==> src/rtl/alarm_pkg.sv <==
// Types and limits shared between the alarm sequencer and the VGA display stage.
package alarm_pkg;

  typedef enum logic [1:0] {
    STATE_IDLE,
    STATE_SET,
    STATE_TRIGGER,
    STATE_ALERT
  } fsm_state_t;

  localparam int unsigned MAX_COUNTDOWN_S = 99;

endpackage

==> src/rtl/input_sync.sv <==
// Two-flop synchroniser for asynchronous inputs, plus a registered previous value
// so the consumer can detect edges on the synchronised signal.
module input_sync #(
  parameter int unsigned      WIDTH     = 1,
  parameter logic [WIDTH-1:0] RESET_VAL = '0
) (
  input  logic             clock,
  input  logic             reset,
  input  logic [WIDTH-1:0] i_async,
  output logic [WIDTH-1:0] o_sync,
  output logic [WIDTH-1:0] o_prev
);

  logic [WIDTH-1:0] r_meta;
  logic [WIDTH-1:0] r_sync;
  logic [WIDTH-1:0] r_prev;

  always_ff @(posedge clock or posedge reset) begin
    if (reset) begin
      r_meta <= RESET_VAL;
      r_sync <= RESET_VAL;
      r_prev <= RESET_VAL;
    end else begin
      r_meta <= i_async;
      r_sync <= r_meta;
      r_prev <= r_sync;
    end
  end

  assign o_sync = r_sync;
  assign o_prev = r_prev;

endmodule

==> src/rtl/alarm_controller.sv <==
// Alarm sequencer: synchronises the panel keys, code switches and sensor, then runs
// the IDLE -> SET -> TRIGGER -> ALERT machine with a whole-second countdown.
module alarm_controller
  import alarm_pkg::*;
#(
  parameter int unsigned CLK_HZ        = 50_000_000,
  parameter int unsigned COUNTDOWN_S   = 30,
  parameter logic [3:0]  DISARM_CODE   = 4'hA,
  parameter int unsigned MAX_BAD_CODES = 3
) (
  input  logic       clock,
  input  logic       reset,
  input  logic       arm_n,
  input  logic       disarm_n,
  input  logic [3:0] code_sw,
  input  logic       sensor,
  output fsm_state_t system_state,
  output logic [7:0] timer,
  output logic       alarm_out
);

  localparam int unsigned PW = (CLK_HZ > 1) ? $clog2(CLK_HZ) : 1;
  localparam int unsigned BW = (MAX_BAD_CODES > 1) ? $clog2(MAX_BAD_CODES + 1) : 1;
  localparam logic [PW-1:0] PRESC_LAST = PW'(CLK_HZ - 1);
  localparam logic [BW-1:0] BAD_LAST   = BW'(MAX_BAD_CODES - 1);
  localparam logic [7:0]    TIMER_LOAD = 8'(COUNTDOWN_S);

  if (COUNTDOWN_S < 1 || COUNTDOWN_S > MAX_COUNTDOWN_S) begin : g_bad_countdown
    $error("COUNTDOWN_S must be within 1..%0d", MAX_COUNTDOWN_S);
  end
  if (CLK_HZ < 1 || MAX_BAD_CODES < 1) begin : g_bad_params
    $error("CLK_HZ and MAX_BAD_CODES must be at least 1");
  end

  logic [1:0] w_keys_sync;
  logic [1:0] w_keys_prev;
  logic [3:0] w_code_sync;
  logic [3:0] w_unused_code_prev;
  logic       w_sensor_sync;
  logic       w_unused_sensor_prev;

  // Keys idle high, so they reset to 1 to avoid a spurious press after reset.
  input_sync #(
    .WIDTH    (2),
    .RESET_VAL(2'b11)
  ) u_key_sync (
    .clock  (clock),
    .reset  (reset),
    .i_async({arm_n, disarm_n}),
    .o_sync (w_keys_sync),
    .o_prev (w_keys_prev)
  );

  input_sync #(
    .WIDTH    (4),
    .RESET_VAL(4'h0)
  ) u_code_sync (
    .clock  (clock),
    .reset  (reset),
    .i_async(code_sw),
    .o_sync (w_code_sync),
    .o_prev (w_unused_code_prev)
  );

  input_sync #(
    .WIDTH    (1),
    .RESET_VAL(1'b0)
  ) u_sensor_sync (
    .clock  (clock),
    .reset  (reset),
    .i_async(sensor),
    .o_sync (w_sensor_sync),
    .o_prev (w_unused_sensor_prev)
  );

  logic w_arm_pulse;
  logic w_disarm_pulse;
  logic w_disarm_ok;
  logic w_disarm_bad;
  logic w_tick;

  fsm_state_t    r_state;
  logic [7:0]    r_timer;
  logic          r_alarm;
  logic [PW-1:0] r_presc;
  logic [BW-1:0] r_bad;

  assign w_arm_pulse    = w_keys_prev[1] & ~w_keys_sync[1];
  assign w_disarm_pulse = w_keys_prev[0] & ~w_keys_sync[0];
  assign w_disarm_ok    = w_disarm_pulse && (w_code_sync == DISARM_CODE);
  assign w_disarm_bad   = w_disarm_pulse && (w_code_sync != DISARM_CODE);
  assign w_tick         = (r_presc == PRESC_LAST);

  // Branch order inside TRIGGER encodes: valid disarm > expiry > bad-code limit.
  always_ff @(posedge clock or posedge reset) begin
    if (reset) begin
      r_state <= STATE_IDLE;
      r_timer <= 8'd0;
      r_alarm <= 1'b0;
      r_presc <= '0;
      r_bad   <= '0;
    end else begin
      unique case (r_state)
        STATE_IDLE: begin
          if (w_arm_pulse) begin
            r_state <= STATE_SET;
            r_bad   <= '0;
          end
        end
        STATE_SET: begin
          if (w_disarm_ok) begin
            r_state <= STATE_IDLE;
            r_bad   <= '0;
          end else if (w_sensor_sync) begin
            r_state <= STATE_TRIGGER;
            r_timer <= TIMER_LOAD;
            r_presc <= '0;
          end
        end
        STATE_TRIGGER: begin
          if (w_disarm_ok) begin
            r_state <= STATE_IDLE;
            r_timer <= 8'd0;
            r_presc <= '0;
            r_bad   <= '0;
          end else if (w_tick && r_timer == 8'd1) begin
            r_state <= STATE_ALERT;
            r_timer <= 8'd0;
            r_presc <= '0;
            r_alarm <= 1'b1;
          end else if (w_disarm_bad && r_bad == BAD_LAST) begin
            r_state <= STATE_ALERT;
            r_timer <= 8'd0;
            r_presc <= '0;
            r_alarm <= 1'b1;
          end else begin
            r_presc <= w_tick ? '0 : r_presc + 1'b1;
            if (w_tick) r_timer <= r_timer - 8'd1;
            if (w_disarm_bad) r_bad <= r_bad + 1'b1;
          end
        end
        STATE_ALERT: begin
          if (w_disarm_ok) begin
            r_state <= STATE_IDLE;
            r_alarm <= 1'b0;
            r_bad   <= '0;
          end
        end
        default: begin
          r_state <= STATE_IDLE;
          r_timer <= 8'd0;
          r_alarm <= 1'b0;
        end
      endcase
    end
  end

  assign system_state = r_state;
  assign timer        = r_timer;
  assign alarm_out    = r_alarm;

endmodule

==> config.mk <==
export PLATFORM = sky130hd
export DESIGN_NAME = alarm_controller
export DESIGN_NICKNAME = d
export VERILOG_FILES = /design/src/rtl/alarm_pkg.sv /design/src/rtl/input_sync.sv /design/src/rtl/alarm_controller.sv
export SDC_FILE = /design/constraint.sdc
export NUM_CORES = 1
export LEC_CHECK = 0
export CAP_MARGIN = 15
export CORE_ASPECT_RATIO = 1.2
export CORE_MARGIN = 5
export CORE_UTILIZATION = 56
export CTS_BUF_LIST = sky130_fd_sc_hd__clkbuf_4
export CTS_CLUSTER_DIAMETER = 80
export DETAILED_ROUTE_END_ITERATION = 6
export PLACE_DENSITY = 0.8
export REMOVE_ABC_BUFFERS = 1
export SLEW_MARGIN = 25
export SYNTH_ARGS = -nofsm -noshare
export SYNTH_HDL_FRONTEND = slang
export SYNTH_HIERARCHICAL = 1
export SYNTH_SLANG_ARGS = --single-unit
export TNS_END_PERCENT = 20
==> constraint.sdc <==
create_clock -name clock -period 2.1 [get_ports clock]
set_input_delay 0.42 -clock clock [delete_from_list [all_inputs] [get_ports clock]]
set_output_delay 0.42 -clock clock [all_outputs]
set_load 0.005 [all_outputs]
==> flow_summary.toml <==
[placed_design]
port_buffers = 19
numPlacedInstances = 361
gp_congestion = 0.879
detailedPlacementHpwl_microns = 4440
placed_area_sq_mm = 0.00318

[clock_tree]
path_clk_slew_ns = 0.17
cts.hold.buffers_added = 0
cts-buffers-inserted = 5
post_cts_resized = 0
clock_tree_from_tritoncts = "built"
clkLatencyLatePin_ns = 0.39
root_buffer = "sky130_fd_sc_hd__clkbuf_4"
clock_path_buffers = 2
cts_htree_levels = 2
cts_sinks = 55
post-cts-setup-buffers = 0

[worst_setup_path]
critPathArrivalTime_ns = 2.30
worstPathMaxFanout = 26
cp-start-kind = "flop"
cp-end-kind = "flop"
critical_path_start_end_classification = "flop to flop"
cp_data_required_time_ns = 2.36

[floorplan]
num_ports = 20
start_util_pct = 57.4
floorplan.rows = 28
chipWidth_microns = 75.0
floorplan.die_area_sq_mm = 0.00660
floorplan.core_area_sq_mm = 0.00494
die_h_microns = 88.0

[drt]
wl_met3_microns = 297
remaining_drc_errors = 0
wire_per_inst_microns = 17.1
route.top_layer_used = "met4"
finalWirelength_microns = 6310
wl_met2_microns = 3290
via_per_inst = 6.04
detailedRoute.firstPassIterationCount = 4
ant_nets = 0
detailedRoute.firstIterationViolations = 128
vias = 2227
met1_length_microns = 2630

[sta]
tns_ns = 0
timing_max_transition_violations_final = 0
number_of_endpoints_failing_setup_at_the_final_stage = 0
timing.fmax_ghz = 0.491
normalized_max_slew_margin_pct = 52.9
finClkSkew_ns = 0.0144
worstMarginPinSlew_ns = 0.704
setup_repair_after_global_routing_missed_its_margin = "yes"
worst_hold_slack_ns = 0.241
hold_viol_final = 0
min_period_over_period_pct = 96.9
timing.final.crit_period_ns = 2.04

[grt]
via_count_of_the_first_global_routing_pass = 2273
antenna_found_initial = 0
overall_track_demand_over_capacity_in_global_routing_pct = 20.9
grt_remaining_overflow = 0
pin_count_of_the_biggest_net_entering_global_routing = 40
grt_first_pass_wirelength_microns = 10700

[synth]
netlist_area_before_placement_sq_mm = 0.00284
avgSynthCellArea_sq_um = 10.2
post_synth_inst_count = 277
yosysWarnings = 6

[power]
p_int_uw = 1450
sequential_group_share_of_total_power_pct = 60.9
p_sw_share_pct = 28.7
worst_ir_drop_vdd_uv = 322
totalPowerFinal_uw = 2030
power_frac_clock_pct = 24.2
power.combinational.fraction_pct = 14.9
static-leakage-power_uw = 0.00140
p_per_area_mw_per_mm2 = 622
switchingPower_uw = 584

[final_layout]
multi_input_comb_area_sq_mm = 0.00139
nFillCells = 392
instances_no_fill = 369
antenna_cell_count = 0
postLayoutCellArea_sq_mm = 0.00327
drive_gt1_share_pct = 17.8
nNetsFinal = 321
area.growth.synth_to_final_pct = 15.2
final-seq-area_sq_mm = 0.00139

[status]
run_status = "finished, final reports clean"

[job]
maxcap_violations = 0

[min_path]
hold_path.class = "input port to async pin"
[cells in the final DEF (no fill, tap or decap), drive strengths merged, types with 10 or more instances in the layout]
cell	count
nand3	15
o21ai	11
nor2	29
buf	16
clkdlybuf4s50	19
dfrtp	49
a21oi	13
inv	12
nand2	19
xor2	10
[per-layer routing]
layer	track usage (%)	vias to the layer above
met1	27.7	1077
li1	-	1076
met5	0	-
met3	3.10	9
met2	35.3	65
met4	5.99	0
[final timing paths]
kind / from / to / slack, ns / depth (start not counted)
worst max-delay path: r_presc[8] / timer[0] / 0.06 / 5
worst min-delay path: reset / u_sensor_sync/r_meta / 0.24 / 2
worst max register to register: r_presc[8] / timer[0] / 0.06 / 5
worst min register to register: u_key_sync/r_meta[1] / u_key_sync/o_sync[1] / 0.37 / 0
max in group asynchronous: reset / r_presc[2] / 1.21 / 3
min in group clock: u_key_sync/r_meta[1] / u_key_sync/o_sync[1] / 0.37 / 0
[metrics by stage]
step	utilization (%)	worst slack [ns]
floorplan	-	-0.0879
global placement	64.4	0.119
detailed placement	64.4	0.0620
CTS	65.7	0.0520
global route	66.2	-0.0462
finish	66.2	0.0645
[power groups by stage]
stage          combinational, uW  clock (uW)  sequential, uW
5_1_grt                      350         545            1260
6_report                     302         493            1240
2_1_floorplan                166           0            1240
3_3_place_gp                 291           0            1250
3_5_place_dp                 302           0            1260
4_1_cts                      304         507            1240
[critical path, stage by stage, from the launching register on]
cell and delay (ns):
sky130_fd_sc_hd__dfrtp_1 0.48, sky130_fd_sc_hd__nor4_4 0.31, sky130_fd_sc_hd__and4_4 0.29, sky130_fd_sc_hd__nand2_4 0.09
sky130_fd_sc_hd__a21oi_4 0.59, sky130_fd_sc_hd__o21ai_0 0.16
[state kept, by name, indices dropped and copies added, names as in the netlist]
signal,flops
u_key_sync/o_prev,2
u_sensor_sync/o_sync,1
r_presc,26
system_state,2
timer,8
u_key_sync/r_meta,2
u_code_sync/o_sync,4
u_sensor_sync/r_meta,1
r_bad,2
alarm_out,1
u_key_sync/o_sync,2
u_code_sync/r_meta,4
[cell type report]
class / instances / area share, %
Clock buffer: 5 / 1.15
Clock inverter: 3 / 0.689
Inverter: 10 / 1.15
Multi-Input combinational cell: 201 / 42.5
Sequential cell: 55 / 42.4
Tap cell: 60 / 2.30
Timing Repair Buffer: 35 / 9.88
(Power assumes the default switching activity.)
